===== src/rtl/mem_arbiter.sv =====
// Two-port round-robin arbiter in front of a single-port byte memory with a
// 1-cycle synchronous read. Each transaction runs IDLE -> ISSUE -> RESP.
module mem_arbiter #(
  parameter int AW       = 8,
  parameter int DW       = 8,
  parameter int MAX_LOCK = 4
) (
  input  logic          clk,
  input  logic          reset,
  input  logic          req0,
  input  logic          req1,
  input  logic          we0,
  input  logic          we1,
  input  logic          lock0,
  input  logic          lock1,
  input  logic [AW-1:0] addr0,
  input  logic [AW-1:0] addr1,
  input  logic [DW-1:0] wdata0,
  input  logic [DW-1:0] wdata1,
  output logic          ack0,
  output logic          ack1,
  output logic [DW-1:0] rdata,
  output logic          mem_en,
  output logic          mem_we,
  output logic [AW-1:0] mem_addr,
  output logic [DW-1:0] mem_wdata,
  input  logic [DW-1:0] mem_rdata,
  output logic          busy,
  output logic          grant_id,
  output logic [1:0]    fsm_state
);

  // Handshake: a requester raises reqN with we/addr/wdata/lock stable and
  // holds them until ackN pulses for one cycle; requests are sampled only in
  // IDLE, and reqN must drop or change before the edge after ackN or a second
  // transaction is issued.

  localparam logic [1:0] IDLE  = 2'd0;
  localparam logic [1:0] ISSUE = 2'd1;
  localparam logic [1:0] RESP  = 2'd2;

  localparam logic [3:0] LOCK_LIMIT = 4'(MAX_LOCK);

  logic [1:0]    state;
  logic          prio;
  logic          lat_we;
  logic          lock_valid;
  logic          lock_owner;
  logic [3:0]    lock_cnt;

  logic          any_req;
  logic          owner_req;
  logic          win;
  logic          sel_we;
  logic          sel_lock;
  logic [AW-1:0] sel_addr;
  logic [DW-1:0] sel_wdata;

  always_comb begin
    any_req   = req0 | req1;
    owner_req = lock_owner ? req1 : req0;
    win       = 1'b0;
    if (lock_valid && owner_req) begin
      win = lock_owner;
    end else if (req0 && req1) begin
      win = prio;
    end else begin
      win = req1;
    end
    sel_we    = win ? we1    : we0;
    sel_lock  = win ? lock1  : lock0;
    sel_addr  = win ? addr1  : addr0;
    sel_wdata = win ? wdata1 : wdata0;
  end

  always_ff @(posedge clk) begin
    if (!reset) begin
      state      <= IDLE;
      ack0       <= 1'b0;
      ack1       <= 1'b0;
      rdata      <= '0;
      mem_en     <= 1'b0;
      mem_we     <= 1'b0;
      mem_addr   <= '0;
      mem_wdata  <= '0;
      busy       <= 1'b0;
      grant_id   <= 1'b0;
      prio       <= 1'b0;
      lat_we     <= 1'b0;
      lock_valid <= 1'b0;
      lock_owner <= 1'b0;
      lock_cnt   <= '0;
    end else begin
      ack0 <= 1'b0;
      ack1 <= 1'b0;
      case (state)
        IDLE: begin
          // An owner that stops requesting gives up its lock immediately.
          if (lock_valid && !owner_req) begin
            lock_valid <= 1'b0;
            lock_cnt   <= '0;
            prio       <= ~lock_owner;
          end
          if (any_req) begin
            state     <= ISSUE;
            busy      <= 1'b1;
            grant_id  <= win;
            mem_en    <= 1'b1;
            mem_we    <= sel_we;
            mem_addr  <= sel_addr;
            mem_wdata <= sel_wdata;
            lat_we    <= sel_we;
            if (sel_lock) begin
              lock_valid <= 1'b1;
              lock_owner <= win;
              lock_cnt   <= (lock_valid && lock_owner == win) ? lock_cnt + 4'd1 : 4'd1;
            end else begin
              lock_valid <= 1'b0;
              lock_cnt   <= '0;
            end
          end
        end
        ISSUE: begin
          mem_en <= 1'b0;
          mem_we <= 1'b0;
          state  <= RESP;
        end
        RESP: begin
          if (!lat_we) begin
            rdata <= mem_rdata;
          end
          if (grant_id) begin
            ack1 <= 1'b1;
          end else begin
            ack0 <= 1'b1;
          end
          state <= IDLE;
          busy  <= 1'b0;
          // A held lock freezes priority until it is released.
          if (!lock_valid) begin
            prio <= ~grant_id;
          end else if (lock_cnt >= LOCK_LIMIT) begin
            lock_valid <= 1'b0;
            lock_cnt   <= '0;
            prio       <= ~lock_owner;
          end
        end
        default: begin
          state <= IDLE;
          busy  <= 1'b0;
        end
      endcase
    end
  end

  assign fsm_state = state;

endmodule


===== config.mk =====
export PLATFORM = sky130hd
export DESIGN_NAME = mem_arbiter
export DESIGN_NICKNAME = d
export VERILOG_FILES = /design/src/rtl/mem_arbiter.sv
export SDC_FILE = /design/constraint.sdc
export NUM_CORES = 1
export LEC_CHECK = 0
export ABC_AREA = 1
export CORE_UTILIZATION = 33
export CTS_CLUSTER_DIAMETER = 40
export DETAILED_ROUTE_END_ITERATION = 10
export GPL_TIMING_DRIVEN = 0
export PLACE_DENSITY_LB_ADDON = 0.3
export REMOVE_ABC_BUFFERS = 1
export SLEW_MARGIN = 40
export SYNTH_ARGS = -nofsm -noshare
export SYNTH_HDL_FRONTEND = slang
export SYNTH_SLANG_ARGS = --single-unit

===== constraint.sdc =====
create_clock -name clk -period 4 [get_ports clk]
set_input_delay 0.6 -clock clk [delete_from_list [all_inputs] [get_ports clk]]
set_output_delay 0.6 -clock clk [all_outputs]
set_load 0.02 [all_outputs]

# Word level (Yosys, flattened, before mapping)
# Index checks and enable logic that the tools add are counted.
# W data, S select, Z words.
[classes] n_div=0 eq_ne=9 n_addsub=1 n_reduce_logical=17 n_lt_le_gt_ge=1 shift=0 n_bitwise=5 mul=0 mux=33
[ops] op="$mux W4" count=6
[ops] op="$mux W1" count=17
[ops] op="$mux W8" count=2
[ops] op="$reduce_and A2 Y1" count=6
[ops] op="$pmux W1 S2" count=5
[ops] op="$ne A2 B2 Y1 const B" count=4
[ops] op="$pmux W4 S2" count=1
[ops] op="$ne A3 B3 Y1 const B" count=2
[ops] op="$reduce_and A3 Y1" count=2
[ops] op="$add A4 B1 Y4 const B" count=1
[ops] op="$ge A4 B3 Y1 const B" count=1
[ops] op="$logic_and A1 B1 Y1" count=4
[ops] op="$not A1 Y1" count=4
[ops] op="$pmux W2 S2" count=1
[ops] op="$reduce_and A4 Y1" count=1
[ops] op="$reduce_bool A2 Y1" count=2
[ops] op="$eq A2 B1 Y1 const B" count=1
[ops] op="$eq A2 B2 Y1 const B" count=1
[ops] op="$logic_not A2 Y1" count=1
[ops] op="$mux W2" count=1
[ops] op="$eq A1 B1 Y1" count=1
[ops] op="$logic_not A1 Y1" count=1
[ops] op="$or A1 B1 Y1" count=1
[word_totals] mem_bits_rw=0 wordCells=81 mem_bits_ro=0 latch_bits=0 regBits=40 mem_count=0

# Depth between registers and ports, before layout
[depth] word_depth=9 depth_mapped=11 mapped_depth_nobuf=10

# Worst setup path before layout
# OpenSTA, ideal clock, no wires.
[synth_path] kind="input port to flip-flop" from="input req1" to="register lat_we" required_time_ns=3.868 setup_slack_ns=2.438 path_buffers=0 path_stages=9 setup_time_ns=0.132 t_arrival_ns=1.430 cell_sequence="inv_1 > nand2_2 > nand3_4 > nand2_4 > nand2_8 > inv_8 > or2_1 > nand3_1 > a21oi_1"
[synth_between] elab_chain_cells=4 word_cells_on_any_way=8 classes_between="mux: 4; bitwise: 1; reduce/logical: 3"
[synth_lines] element="start, declared" line_no="11" text="input logic req1,"
[synth_lines] element="$logic_and A1 B1 Y1 or $mux W1 (tied branches)" line_no="65, 61"
[synth_lines] element="$mux W1 or $logic_and A1 B1 Y1 (tied branches)" line_no="65, 63"
[synth_lines] element="$mux W1" line_no="63" text="if (lock_valid && owner_req) begin"
[synth_lines] element="$mux W1" line_no="70" text="sel_we = win ? we1 : we0;"
[synth_lines] element="end signal, assigned" line_no="112" text="lat_we <= sel_we;"
[synth_lines] element="end, declared" line_no="46" text="logic lat_we;"
# Several ways; a longest one is shown, not always the timed one.
# A chain may end at the register's enable or synchronous reset.

# Worst setup path in the final report
[layout_path] from="input req0" to="register mem_wdata[7]"
[layout_between] elab_chain_cells=4 word_cells_on_any_way=8 classes_between="mux: 4; bitwise: 1; reduce/logical: 3"
[layout_lines] element="start, declared" line_no="10" text="input logic req0,"
[layout_lines] element="$logic_and A1 B1 Y1 or $mux W1 (tied branches)" line_no="65, 61"
[layout_lines] element="$mux W1 or $logic_and A1 B1 Y1 (tied branches)" line_no="65, 63"
[layout_lines] element="$mux W1" line_no="63"
[layout_lines] element="$mux W8" line_no="73" text="sel_wdata = win ? wdata1 : wdata0;"
[layout_lines] element="end signal, assigned" line_no="111" text="mem_wdata <= sel_wdata;"
[layout_lines] element="end, declared" line_no="26" text="output logic [DW-1:0] mem_wdata,"
# Several ways; a longest one is shown, not always the timed one.

==> results.yml <==
sta:
  fin_skew_ns: 0.00763
  min_period_ns: 2.11
  hold_ws_ns: 0.447
  min_period_over_period_pct: 52.7
  tightest_slew_ns: 0.662
  setup_tns_ns: 0
  maxSlewViolCount: 0
  rsz0062_at_grt: "no"
  maxSlewHeadroom_pct: 55.8
  setup_viol: 0
  hold_violations: 0
  fmax_ghz: 0.474
synthesis:
  yosysWarnings: 0
  syn_area_mm2: 0.00204
  ys_seq_elements: 40
  post_synth.cell_area_avg_um2: 7.93
  synthCells: 257
  ys_seq_area_share_pct: 39.3
  synth_area_leaders: "dfxtp_1, nand2_1, a21oi_1"
  synth_ff_type: "dfxtp_1"
  synth-edff-count: 0
  synthTopCellsByCount: "nand2_1, dfxtp_1, inv_1"
  yosysMostFrequentCell: "nand2_1"
  synthArstFlopShare_pct: 0
  synth_cell_types: 33
  yosysTopAreaCellShare_pct: 39.3
  yosysTopAreaCell: "dfxtp_1"
die:
  core_mm2: 0.00596
  die_area_mm2: 0.00649
  fp.dieW_um: 80.6
  fp.dieH_um: 80.6
  start_util_pct: 34.2
  rows: 28
  pin_count: 80
drt:
  drt-total-wl_mm: 4.44
  dr_total_vias: 1853
  wl_per_cell_um: 10.9
  dr.first_iter.drc_count: 77
  drc_errors: 0
  dr.pass1.iters: 4
  ant_nets: 0
  viasPerCell: 4.54
global_routing:
  grt_pass1_vias: 1729
  grt_pass1_wl_mm: 7.46
  antenna_found_initial: 0
  track_usage_pct: 14.8
  grt_max_degree: 34
  grt.overflow.total: 0
power:
  p_int_uw: 800
  power.net_switching_uw: 366
  p_per_area_mw_per_mm2: 395
  power_frac_clock_pct: 30.2
  leakagePower_uw: 0.00123
  p_comb_share_pct: 29.8
  p_sw_share_pct: 31.4
  pwr-share-seq_pct: 40.0
  peakVddDrop_mv: 0.148
setup_path:
  crit_path_start_kind: "input pin"
  r2r_cells: 6
  cp_data_arrival_time_ns: 2.30
  critPathMaxFanout: 33
  cp-end-kind: "register"
  crit_type: "in2reg"
  worstPathRequired_ns: 4.20
clock_tree:
  cts_root_buf: "clkbuf_8"
  cts_made_buffers: 5
  cts_setup_buffers: 0
  cts_resized: 0
  cts.clk_slew.worst_paths_ns: 0.08
  insertion_delay_ns: 0.30
  cts_sinks: 40
  cts_hold_buf: 0
  htreeDepth: 2
  cts_tree: "yes"
  cts_max_path_buffers: 2
finish:
  drive_gt1_share_pct: 19.2
  ff_latch_area_um2: 801
  antenna_cells: 0
  nets: 381
  syn2layout_area_growth_pct: 44.9
  multi_input_area_um2: 983
  filler_cell_count: 606
placed_design:
  dp_hpwl_mm: 3.19
  place_congestion: 0.769
  portBuffers: 79
min_path:
  hold_class: "reg2reg"
  min_path_cells: 2
flow_run:
  maxCapViolations: 0
status:
  status: "finished clean"
## registers in the layout, indices dropped and copies added, names as in the netlist, 2 cells and up
name       flops
mem_addr       8
mem_wdata      8
rdata          8
lock_cnt       4
fsm_state      2
## metal layers
| metal | vias to the layer above | GRT usage (%) | share of wire (%) |
|---|---|---|---|
| met2 | 65 | 24.4 | 45 |
| met1 | 808 | 16.9 | 45 |
| met4 | 0 | 5.18 | 1.3 |
| li1 | 974 | - | - |
| met3 | 6 | 6.59 | 8.8 |
| met5 | - | 0 | 0 |
## kinds of logic after synthesis
group / count (synthesis) / synth area share [%]
buf+inv: 54 / 12.5
flops: 40 / 39.3
fa+ha+maj: 1 / 0.614
compound gates: 52 / 17.1
xor+xnor: 2 / 0.860
simple gates: 108 / 29.7
## final timing paths
path	startpoint	to	slack, ns
max reg2reg	fsm_state[0]	mem_wdata[7]	2.20
max	req0	mem_wdata[7]	1.89
min reg2reg	rdata[7]	rdata[7]	0.45
min	rdata[7]	rdata[7]	0.45
## critical path, stage by stage
cell and delay [ns]:
clkdlybuf4s50_1 0.55, nor2_1 0.08, inv_2 0.08, nand2_2 0.13, inv_2 0.53, nand3_1 0.15
o211ai_1 0.11, inv_1 0.06
## area by class of cell
| type | count | area share, % |
|---|---|---|
| Tap cell | 75 | 3.18 |
| Timing Repair Buffer | 79 | 26.6 |
| Clock buffer | 6 | 2.80 |
| Multi-Input combinational cell | 163 | 33.3 |
| Sequential cell | 40 | 27.1 |
| Inverter | 43 | 5.72 |
| Clock inverter | 2 | 1.31 |
## per-stage QoR
step                power [µW]  utilization (%)  instances  cell area [µm²]  worst slack [ns]
finish                    1170             49.6        408             2950              1.89
CTS                       1180             49.6        408             2950              1.87
global placement           825             47.6        400             2840              1.14
detailed placement         828             47.6        400             2830              1.55
floorplan                  678                -        246             1950              2.38
global route              1240             49.6        408             2950              1.69
## power groups by stage
stage          logic (µW)  clock network (µW)  registers [µW]
6_report              347                 352             467
3_3_place_gp          350                   0             475
2_1_floorplan         164                   0             514
5_1_grt               383                 381             474
4_1_cts               353                 363             468
3_5_place_dp          352                   0             476
## cell usage in the layout (no fill, tap or decap), drive strengths merged
cell type	n
nor2	17
or2	3
nand4	2
xnor2	1
nand2	55
a21oi	21
buf	1
clkinv	1
o21ai	15
nor3	2
clkdlybuf4s50	78
inv	43
o211ai	16
dfxtp	40
nand3	29
xor2	1
bufinv	1
clkbuf	6
ha	1
(Power assumes the default switching activity.)
